<file path="src/rtl/mem_arb_pkg.sv">
// Shared types and sizes for the 16x32 memory arbiter.
package mem_arb_pkg;

  localparam int MEM_DATA_W = 32;
  localparam int MEM_ADDR_W = 4;

  typedef enum logic [1:0] {
    IDLE,
    ISSUE,
    RESP
  } arb_state_t;

endpackage

</file>
<file path="src/rtl/mem16x32_arbiter_if.sv">
// Requester-side bus of the memory arbiter: valid/ready request plus response pulse.
interface mem16x32_arbiter_if #(
  parameter int NREQ   = 2,
  parameter int ADDR_W = 4,
  parameter int DATA_W = 32
);

  logic [NREQ-1:0]        req_valid;
  logic [NREQ-1:0]        req_ready;
  logic [NREQ-1:0]        req_we;
  logic [NREQ*ADDR_W-1:0] req_addr;
  logic [NREQ*DATA_W-1:0] req_wdata;
  logic [NREQ-1:0]        rsp_valid;
  logic [DATA_W-1:0]      rsp_rdata;

  modport master (
    output req_valid, req_we, req_addr, req_wdata,
    input  req_ready, rsp_valid, rsp_rdata
  );

  modport slave (
    input  req_valid, req_we, req_addr, req_wdata,
    output req_ready, rsp_valid, rsp_rdata
  );

endinterface

</file>
<file path="src/rtl/rr_arb2.sv">
// Two-input arbiter with one-hot grant; round-robin on ties by default,
// fixed priority (requester 0 wins) when MEM_ARB_FIXED_PRIO_EN is defined.
module rr_arb2 (
  input  logic [1:0] req,
  input  logic       last_grant,
  output logic [1:0] gnt
);

`ifdef MEM_ARB_FIXED_PRIO_EN
  logic unused_last_grant;
  assign unused_last_grant = last_grant;

  always_comb begin
    gnt = 2'b00;
    if (req[0]) begin
      gnt = 2'b01;
    end else if (req[1]) begin
      gnt = 2'b10;
    end
  end
`else
  always_comb begin
    gnt = req;
    // On a tie the requester that did not win last time goes first.
    if (req == 2'b11) begin
      gnt = last_grant ? 2'b01 : 2'b10;
    end
  end
`endif

endmodule

</file>
<file path="src/rtl/mem16x32_arbiter.sv">
// Two-requester arbiter/sequencer for a 16x32 single-port memory with registered read.
// MEM_ARB_FIXED_PRIO_EN selects fixed priority instead of round-robin.
module mem16x32_arbiter
  import mem_arb_pkg::*;
#(
  parameter int DATA_W = MEM_DATA_W,
  parameter int ADDR_W = MEM_ADDR_W,
  parameter int NREQ   = 2
) (
  input  logic              CLK,
  input  logic              RST,
  mem16x32_arbiter_if.slave bus,
  output logic [ADDR_W-1:0] mem_addr,
  output logic [DATA_W-1:0] mem_wdata,
  output logic              mem_we,
  input  logic [DATA_W-1:0] mem_rdata
);

  arb_state_t        state_q, state_d;
  logic [NREQ-1:0]   gnt;
  logic [NREQ-1:0]   ready;
  logic [NREQ-1:0]   rsp;
  logic              win;
  logic              hs;
  logic              last_grant;

  logic [ADDR_W-1:0] addr_p1;
  logic [DATA_W-1:0] wdata_p1;
  logic              we_p1;
  logic              mem_we_p1;
  logic              owner_p1;

  rr_arb2 u_arb (
    .req        (bus.req_valid),
    .last_grant (last_grant),
    .gnt        (gnt)
  );

  assign win = gnt[1];

  always_comb begin
    state_d = state_q;
    ready   = '0;
    rsp     = '0;
    hs      = 1'b0;
    case (state_q)
      IDLE: begin
        if (|bus.req_valid) begin
          ready   = gnt;
          hs      = 1'b1;
          state_d = ISSUE;
        end
      end
      ISSUE: state_d = RESP;
      RESP: begin
        rsp[owner_p1] = 1'b1;
        state_d       = IDLE;
      end
      default: state_d = IDLE;
    endcase
  end

  always_comb begin
    bus.rsp_rdata = '0;
    if (state_q == RESP && !we_p1) begin
      bus.rsp_rdata = mem_rdata;
    end
  end

  assign bus.req_ready = ready;
  assign bus.rsp_valid = rsp;

  always_ff @(posedge CLK or negedge RST) begin
    if (!RST) begin
      state_q <= IDLE;
    end else begin
      state_q <= state_d;
    end
  end

  // Handshake stage: capture the winner's request; the write strobe lives for ISSUE only.
  always_ff @(posedge CLK or negedge RST) begin
    if (!RST) begin
      addr_p1   <= '0;
      wdata_p1  <= '0;
      we_p1     <= 1'b0;
      mem_we_p1 <= 1'b0;
      owner_p1  <= 1'b0;
    end else begin
      mem_we_p1 <= 1'b0;
      if (hs) begin
        addr_p1   <= bus.req_addr[int'(win)*ADDR_W +: ADDR_W];
        wdata_p1  <= bus.req_wdata[int'(win)*DATA_W +: DATA_W];
        we_p1     <= bus.req_we[win];
        mem_we_p1 <= bus.req_we[win];
        owner_p1  <= win;
      end
    end
  end

`ifdef MEM_ARB_FIXED_PRIO_EN
  assign last_grant = 1'b0;
`else
  always_ff @(posedge CLK or negedge RST) begin
    if (!RST) begin
      last_grant <= 1'b1;
    end else if (state_q == RESP) begin
      last_grant <= owner_p1;
    end
  end
`endif

  assign mem_addr  = addr_p1;
  assign mem_wdata = wdata_p1;
  assign mem_we    = mem_we_p1;

endmodule

</file>
<file path="src/flat_wrapper.sv">
// flat-port wrapper written by rule: the top's interface ports become plain ports
module mem16x32_arbiter_flat import mem_arb_pkg::*;
#(
  parameter int DATA_W = MEM_DATA_W,
  parameter int ADDR_W = MEM_ADDR_W,
  parameter int NREQ   = 2
)
  (CLK, RST, mem_addr, mem_wdata, mem_we, mem_rdata, bus_req_valid, bus_req_we, bus_req_addr, bus_req_wdata, bus_req_ready, bus_rsp_valid, bus_rsp_rdata);
  mem16x32_arbiter_if #(.NREQ(NREQ), .ADDR_W(ADDR_W), .DATA_W(DATA_W)) bus_i ();
  input  logic CLK;
  input  logic RST;
  output logic [ADDR_W-1:0] mem_addr;
  output logic [DATA_W-1:0] mem_wdata;
  output logic mem_we;
  input  logic [DATA_W-1:0] mem_rdata;
  input wire logic [$bits(bus_i.req_valid)-1:0] bus_req_valid;
  input wire logic [$bits(bus_i.req_we)-1:0] bus_req_we;
  input wire logic [$bits(bus_i.req_addr)-1:0] bus_req_addr;
  input wire logic [$bits(bus_i.req_wdata)-1:0] bus_req_wdata;
  output wire logic [$bits(bus_i.req_ready)-1:0] bus_req_ready;
  output wire logic [$bits(bus_i.rsp_valid)-1:0] bus_rsp_valid;
  output wire logic [$bits(bus_i.rsp_rdata)-1:0] bus_rsp_rdata;
  assign bus_i.req_valid = bus_req_valid;
  assign bus_i.req_we = bus_req_we;
  assign bus_i.req_addr = bus_req_addr;
  assign bus_i.req_wdata = bus_req_wdata;
  assign bus_req_ready = bus_i.req_ready;
  assign bus_rsp_valid = bus_i.rsp_valid;
  assign bus_rsp_rdata = bus_i.rsp_rdata;
  mem16x32_arbiter #(.DATA_W(DATA_W), .ADDR_W(ADDR_W), .NREQ(NREQ)) u_core (.CLK(CLK), .RST(RST), .bus(bus_i), .mem_addr(mem_addr), .mem_wdata(mem_wdata), .mem_we(mem_we), .mem_rdata(mem_rdata));
endmodule
</file>
<file path="config.mk">
export PLATFORM = sky130hd
export DESIGN_NAME = mem16x32_arbiter_flat
export DESIGN_NICKNAME = d
export VERILOG_FILES = /design/src/rtl/mem_arb_pkg.sv /design/src/rtl/mem16x32_arbiter_if.sv /design/src/rtl/rr_arb2.sv /design/src/rtl/mem16x32_arbiter.sv /design/src/flat_wrapper.sv
export SDC_FILE = /design/constraint.sdc
export NUM_CORES = 1
export LEC_CHECK = 0
export ABC_AREA = 1
export ABC_CLOCK_PERIOD_IN_PS = 2300
export BUFFER_PORTS_ARGS = -buffer_cell sky130_fd_sc_hd__buf_2
export CORE_AREA = 2 2 78 80
export CTS_CLUSTER_DIAMETER = 30
export DETAILED_ROUTE_END_ITERATION = 16
export DIE_AREA = 0 0 80 82
export GPL_ROUTABILITY_DRIVEN = 0
export PLACE_DENSITY = 0.83
export REMOVE_ABC_BUFFERS = 1
export SLEW_MARGIN = 10
export SYNTH_ARGS = -nofsm -noshare
export SYNTH_HDL_FRONTEND = slang
export SYNTH_HIERARCHICAL = 1
export SYNTH_SLANG_ARGS = --single-unit
</file>
<file path="constraint.sdc">
create_clock -name CLK -period 2.3 [get_ports CLK]
set_clock_uncertainty 0.05 [all_clocks]
set_input_delay 0 -clock CLK [delete_from_list [all_inputs] [get_ports CLK]]
set_output_delay 0 -clock CLK [all_outputs]
set_load 0.01 [all_outputs]
</file>
* After elaboration in Yosys (flattened, before gate mapping) *
Cells that the tools add are included.

storage, ports and cells
  register bits after elaboration = 42
  latch bits = 0
  RAM bits = 0
  bits in read-only memories = 0
  output and inout port bits = 73
  logic and storage cells = 36
  memories kept = 0

operators by class
  $add $sub $neg = 0
  multiply operators = 0
  div/mod/pow operators = 0
  order comparisons = 3
  equal/unequal tests = 4
  shifts and indexed selects = 2
  mux-type cells = 15
  bitwise gates (word level) = 0
  reduce and logical (&&, ||, !) cells = 5

operators with widths
  operator                                                                       number
  64-bit by 7-bit variable part select with 32-bit output                        1
  32-bit two-way mux                                                             1
  2-bit two-way mux                                                              6
  8-bit by 4-bit variable part select with 4-bit output                          1
  1-bit two-way mux                                                              6
  2-bit equality test (second input constant)                                    2
  1-bit by 2-bit less-than comparator with 1-bit output (second input constant)  2
  2-bit case mux with 2 select lines                                             1
  2-bit by 1-bit equality test with 1-bit output (second input constant)         1
  1-bit logical AND                                                              2
  2-bit zero test                                                                1
  2-bit by 1-bit != test with 1-bit output (second input constant)               1
  2-bit OR reduction                                                             1
  1-bit demux with 1-bit select                                                  1
  1-bit >= comparator (second input constant)                                    1
  1-bit zero test                                                                1

* Longest topological paths before layout *
Gate-level depths: netlist of the first run.

  word-level depth = 5
  depth in mapped cells = 8
  gate-level depth less buffers = 7

* Modules after synthesis *
The synthesis of the first run kept the hierarchy.

by module, submodules not included
  module            times used  cells an instance  area each (um^2)  sequential area each (um^2)
  mem16x32_arbiter  1           372                2366.0            1052.3
  rr_arb2           1           5                  21.3              0.0

* Worst setup path before layout of the first run *
Ideal clock, no wire load.

  path kind = flip-flop to flip-flop
  start = register u_core.last_grant
  end = register u_core.addr_p1[0] (netlist: u_core/mem_addr[0])
  setup time = 116 ps
  arrival time = 1111 ps
  data required time = 2134 ps
  slack = 1023 ps
  cell stages (with the launch flop) = 8
  path buffers = 2
  path through = dfstp_2 a21oi_1 buf_4 buf_4 nand2_1 nand2_1 nand2_1 nand2_1

between the ends
  longest elaborated chain between the ends = 3

RTL lines
  item                                                   RTL line                 source
  start: declaration                                     mem16x32_arbiter.sv:25   logic last_grant;
  start signal: assignment                               mem16x32_arbiter.sv:108  last_grant <= owner_p1;
  2-bit two-way mux                                      rr_arb2.sv:26            gnt = last_grant ? 2'b01 : 2'b10;
  2-bit two-way mux                                      rr_arb2.sv:25            if (req == 2'b11) begin
  via u_core.gnt[1]                                      mem16x32_arbiter.sv:20   logic [NREQ-1:0] gnt;
  8-bit by 4-bit variable part select with 4-bit output  mem16x32_arbiter.sv:92   addr_p1 <= bus.req_addr[int'(win)*ADDR_W +: ADDR_W];
  end signal: assignment                                 mem16x32_arbiter.sv:92
  end: declaration                                       mem16x32_arbiter.sv:27   logic [ADDR_W-1:0] addr_p1;

The timed path passes the listed nets, and every way through them passes these cells.
A chain may end at the register's enable or synchronous reset.

* Worst setup path after layout of the first run *
  start = register u_core.last_grant
  end = register u_core.addr_p1[3] (netlist: u_core/mem_addr[3])

The elaborated chain is that of the path after synthesis.

==> results.json, run 1 <==
{
  "grt_overflow_total": 0,
  "antenna_found_initial": 0,
  "cts_buffers": 5,
  "drive_gt1_frac": 0.320,
  "route.detailed.drc": 0,
  "cts.sinks": 42,
  "portBuffers": 182,
  "combPwrFrac": 0.524,
  "start_util": 0.416,
  "synth_ff_type": "dfrtp_1",
  "yosys.area.top_type": "dfrtp_1",
  "p_sw_frac": 0.440,
  "yosysSeqAreaShare": 0.441,
  "rows": 28,
  "ys_top_cells_by_area": "dfrtp_1 (43%), nand2_1 (36%), inv_1 (6.1%)",
  "cp_common_cell": "nand2_1",
  "critPathMaxStageDelay_ns": 0.59,
  "syn2layout_area_growth_pct": 72.4,
  "detailed_place_hpwl_um": 5080,
  "synth-edff-count": 0,
  "via_per_inst": 4.79,
  "layout.cells.non_filler": 700,
  "fin_crit_sh": 0.915,
  "dieArea_sq_um": 6560,
  "syn_area_sq_um": 2390,
  "ys_seq_elements": 42,
  "post-route-min-period_ns": 2.11,
  "p_sw_uw": 1640,
  "synth_top_area_frac": 0.430,
  "die_h_um": 82,
  "pin_count": 183,
  "num_vias": 3356,
  "start_kind": "flop",
  "min_path_type": "primary input to flop",
  "drt_iter0_markers": 192,
  "yosysMostFrequentCell": "nand2_1",
  "status": "complete, no violations",
  "ant_nets": 0,
  "grt.total_usage": 0.283,
  "critPathCaptureType": "flop",
  "avgSynthCellArea_sq_um": 6.33,
  "cap_violations": 0,
  "fin_nets": 735,
  "wire_per_inst_um": 13.5,
  "worstMarginPinSlew_ns": 0.927,
  "p_int_uw": 2090,
  "grt_pass1_wl_um": 14200,
  "p_seq_frac": 0.353,
  "htreeDepth": 2,
  "die_w_um": 80,
  "yosys-top-cells-count": "nand2_1 (230), dfrtp_1 (41), inv_1 (39)",
  "place_inst": 619,
  "finalWirelength_um": 9420,
  "yosys.cell_types.count": 15,
  "path_cells": "a21oi_2, buf_4, nand2_1, nand2_1, dlygate4sd3_1, nand2_1, nand2_1",
  "syn_inst": 377,
  "design.core.area_sq_um": 5750,
  "diodes": 0,
  "grt_pass1_vias": 3175,
  "grt_max_degree": 43,
  "slew_headroom": 0.382,
  "setup_viol": 0,
  "crit_arrival_ns": 2.28,
  "cts_tree": "done",
  "seq_area_sq_um": 1050,
  "fmax_mhz": 475,
  "peakVddDrop_v": 0.000542,
  "multiInputGateArea_sq_um": 1050,
  "finalHoldViolCount": 0,
  "root_buffer": "clkbuf_8",
  "path_class": "flop to flop",
  "pwr-share-clk": 0.123,
  "path_max_fanout": 38,
  "totalPowerFinal_uw": 3730,
  "worst_skew_pair.late_latency_ns": 0.28,
  "drv_slew": 0,
  "synth_warnings": 6,
  "clk_path_buf_depth": 2,
  "clk_pin_slew_worst_paths_ns": 0.08,
  "crit_slowest_cell": "dlygate4sd3_1",
  "async_reset_ff_frac": 1.00,
  "fillers": 407,
  "rsz0062_at_grt": "false",
  "cellLeakagePower_uw": 0.00266,
  "drtPass1Iterations": 5,
  "critPathRequiredTime_ns": 2.48,
  "powerDensity_nw_per_um2": 906
}
==> metal layers <==
layer,vias up,GRT usage,part of all wire
met3,53,0.0758,0.11
met4,0,0.181,0.050
met5,-,0,0
met1,1497,0.291,0.34
met2,231,0.508,0.50
li1,1575,-,-
==> cells in the final DEF, fill, tap and decap left out, drive strengths merged <==
cell and n:
inv 42, nand3b 1, nand2 231, clkinvlp 2
clkbuf 5, o21ai 1, dlygate4sd3 74, nand3 2
dfrtp 41, dfstp 1, nor2 39, a21oi 1
buf 185
==> layout make-up <==
class | count | share of cell area
timing repair buffer | 259 | 0.407
sequential | 42 | 0.256
multi-input combinational | 275 | 0.256
inverter | 42 | 0.0389
tap | 75 | 0.0228
clock buffer | 5 | 0.0167
clock inverter | 2 | 0.00365
==> through the flow <==
stage / setup WS, ns / util / hold WS (ns) / setup TNS (ns) / area [sq um]
detailed placement: 0.752 / 0.573 / 0.144 / 0 / 3290
CTS: 0.219 / 0.716 / 0.0207 / 0 / 4110
floorplan: -0.547 / - / -0.346 / -20.05 / 2260
global placement: 0.838 / 0.573 / 0.131 / 0 / 3290
finish: 0.194 / 0.716 / 0.0142 / 0 / 4120
global route: 0.115 / 0.716 / 0.0747 / 0 / 4120
==> critical path, delay by kind of cell, from the launching register on <==
family / cells / cell delay, ns
AOI/OAI and AO/OA: 1 / 0.20
buffers and inverters: 2 / 0.99
and+or+nand+nor: 4 / 0.40
DFF: 1 / 0.39
==> path summary, 6_finish.rpt <==
check | startpoint | to | slack, ns | depth (start not counted)
worst max-delay path | u_core/last_grant | u_core/mem_addr[3] | 0.19 | 7
worst min-delay path | bus_req_we[0] | u_core/mem_we | 0.01 | 5
worst max register to register | u_core/last_grant | u_core/mem_addr[3] | 0.19 | 7
worst min register to register | u_core/mem_wdata[16] | u_core/mem_wdata[16] | 0.43 | 2
max in group asynchronous | RST | u_core/we_p1 | 1.26 | 2
min in group asynchronous | RST | u_core/mem_wdata[18] | 0.36 | 2
==> cells by family (layout without fill, tap and decap cells) <==
kind of cell           count (synthesis)  in the layout  synth area share
and+or+nand+nor                      273            273             0.435
buffers and inverters                 60            308             0.120
DFF                                   42             42             0.441
AOI/OAI and AO/OA                      2              2           0.00419
==> power groups by stage <==
stage / sequential (uW) / clock [uW] / combinational (uW)
finish: 1310 / 459 / 1960
global route: 1350 / 500 / 2150
CTS: 1290 / 475 / 1870
detailed placement: 1290 / 0 / 1700
global placement: 1290 / 0 / 1640
floorplan: 1420 / 0 / 801
==> registers in the layout (all words and copies together), names as in the netlist <==
| name | cells |
|---|---|
| u_core/mem_addr | 4 |
| u_core/mem_wdata | 32 |
| u_core/last_grant | 1 |
| u_core/owner_p1 | 1 |
| u_core/we_p1 | 1 |
| u_core/mem_we | 1 |
| u_core/state_q | 2 |
==> what timing repair did <==
action | in CTS | in global routing
setup buffers | 0 | 0
hold buffers | 74 | 0
resized for setup | 0 | 2
hold endpoints to repair | 79 | 0
setup endpoints to repair | 0 | 2
(Power assumes the default switching activity.)
==> run 2: changes to the inputs <==
--- a/config.mk
+++ b/config.mk
@@ -6,14 +6,14 @@
 export NUM_CORES = 1
 export LEC_CHECK = 0
 export ABC_AREA = 1
-export ABC_CLOCK_PERIOD_IN_PS = 2300
+export ABC_CLOCK_PERIOD_IN_PS = 2100
 export BUFFER_PORTS_ARGS = -buffer_cell sky130_fd_sc_hd__buf_2
-export CORE_AREA = 2 2 78 80
+export CORE_AREA = 2 2 81 83
 export CTS_CLUSTER_DIAMETER = 30
 export DETAILED_ROUTE_END_ITERATION = 16
-export DIE_AREA = 0 0 80 82
+export DIE_AREA = 0 0 83 85
 export GPL_ROUTABILITY_DRIVEN = 0
-export PLACE_DENSITY = 0.83
+export PLACE_DENSITY = 0.77
 export REMOVE_ABC_BUFFERS = 1
 export SLEW_MARGIN = 10
 export SYNTH_ARGS = -nofsm -noshare
==> constraint.sdc (replaced) <==
create_clock -name CLK -period 2.1 [get_ports CLK]
set_clock_uncertainty 0.05 [all_clocks]
set_input_delay 0 -clock CLK [delete_from_list [all_inputs] [get_ports CLK]]
set_output_delay 0 -clock CLK [all_outputs]
set_load 0.01 [all_outputs]
==> results.json, run 2 (synthesis gave the netlist of run 1 again) <==
{
  "root_buffer": "clkbuf_8",
  "critPathMaxStageDelay_ns": 0.58,
  "cellLeakagePower_uw": 0.00269,
  "setup_viol": 0,
  "cts.sinks": 42,
  "route.detailed.drc": 0,
  "grt_overflow_total": 0,
  "rows": 29,
  "antenna_found_initial": 1,
  "reg2reg_to": "u_core/mem_wdata[29]",
  "worstHoldEndpoint": "u_core/owner_p1",
  "cts_tree": "done",
  "place_area_sq_um": 3310,
  "cap_violations": 0,
  "fin_crit_sh": 0.952,
  "fillers": 475,
  "finalHoldViolCount": 0,
  "num_vias": 3302,
  "path_cells": "a21oi_4, inv_4, nand2_1, nand2_1, dlygate4sd3_1, nand2_1, nand2_1",
  "final_area_sq_um": 4180,
  "critPathCaptureType": "flop",
  "critical_path.top_delay_family": "buffers and inverters",
  "final_common_cell": "nand2_1",
  "critPathRequiredTime_ns": 2.28,
  "fin_nets": 737,
  "post-route-min-period_ns": 2.00,
  "drtPass1Iterations": 5,
  "post_cts.repair.setup_buffers": 0,
  "grt_max_degree": 43,
  "hold_path_depth": 5,
  "die_h_um": 85,
  "drt_iter0_markers": 109,
  "grt_pass1_vias": 3316,
  "ant_nets": 0,
  "worstRegToRegCells": 7,
  "finalWirelength_um": 9200,
  "rsz0062_at_grt": "false",
  "crit_start": "u_core/last_grant",
  "cp_common_cell": "nand2_1",
  "powerDensity_nw_per_um2": 1010,
  "die_w_um": 83,
  "crit_arrival_ns": 2.18,
  "start_kind": "flop",
  "totalPowerFinal_uw": 4220,
  "peakVddDrop_v": 0.000649,
  "syn2layout_area_growth_pct": 74.9,
  "r2r_slack_ns": 0.10,
  "start_util": 0.385,
  "portBuffers": 182,
  "worst_skew_pair.late_latency_ns": 0.28,
  "dieArea_sq_um": 7060,
  "design.core.area_sq_um": 6200,
  "clk_path_buf_depth": 2,
  "drive_gt1_frac": 0.320,
  "path_class": "flop to flop",
  "grt_pass1_wl_um": 14400,
  "fmax_mhz": 500,
  "cts_buffers": 5,
  "drv_slew": 0,
  "rr_startpoint": "u_core/last_grant",
  "most-common-layout-cells": "nand2_1 (230), buf_2 (182), dlygate4sd3_1 (75)",
  "grt.total_usage": 0.254,
  "crit_slowest_cell": "dlygate4sd3_1",
  "htreeDepth": 2,
  "pin_count": 183,
  "top_layer_used": "met5",
  "clk_pin_slew_worst_paths_ns": 0.08,
  "largest_register_ffs": 32,
  "status": "complete, no violations",
  "wire_per_inst_um": 13.0,
  "worstMarginPinSlew_ns": 0.910,
  "path_buf_inv": 2,
  "hp-start": "bus_req_valid[1]",
  "dr_wl_met2_um": 4610,
  "tns_ns": 0,
  "min_path_type": "primary input to flop",
  "detailed_place_hpwl_um": 5210,
  "slew_headroom": 0.393,
  "path_max_fanout": 37,
  "dr_wl_met3_um": 1020,
  "via_per_inst": 4.68,
  "wirelength_met1_um": 3250
}
-- run 2: tightest hold or removal path, stage by stage --
cell and delay (ns):
buf_2 0.13, inv_1 0.05, nand2_1 0.06, nand3_1 0.10
nand2_1 0.07
-- run 2: final cells by class --
cell class              count  area, sq um  area share
diodes                      1         2.50    0.000599
clock buffers               6         72.6      0.0174
clock inverters             2         37.5     0.00899
inverters                  42          160      0.0383
multi-input cells         275         1060       0.254
flip-flops and latches     42         1050       0.252
well taps                  77         96.3      0.0231
repair buffers            261         1700       0.406
-- run 2: worst max-delay path by stage --
stage	slack [ns]	to	depth (start not counted)
after floorplan	-0.75	u_core/we_p1	6
after global placement	0.60	u_core/mem_wdata[11]	6
after detailed placement	0.55	u_core/mem_wdata[24]	6
after CTS	0.02	u_core/mem_we	7
after global routing	0.01	u_core/we_p1	7
final	0.10	u_core/mem_wdata[29]	7
-- run 2: routing by layer --
layer	vias to the layer above	global-route usage
li1	1578	-
met1	1452	0.256
met2	236	0.470
met3	34	0.0788
met4	2	0.131
met5	-	0
-- run 2: repair_timing --
| item | CTS | global route |
|---|---|---|
| endpoints found under the setup margin | 0 | 38 |
| resized for setup | 0 | 3 |
| hold endpoints to repair | 79 | 0 |
| hold buffers | 75 | 0 |
-- run 2: power breakdown --
part           internal [uW]  leakage (uW)  switching [uW]  total, uW
clock                    355     0.0000514             274        629
sequential              1190      0.000522             236       1430
combinational            885       0.00212            1280       2160
-- run 2: stage by stage --
stage	std cells	hold WS, ns	worst slack [ns]	utilization
2_1_floorplan	359	-0.346	-0.747	-
3_3_place_gp	622	0.138	0.597	0.533
3_5_place_dp	622	0.144	0.553	0.533
4_1_cts	705	0.102	0.0196	0.672
5_1_grt	705	0.147	0.0144	0.673
6_report	706	0.107	0.101	0.673
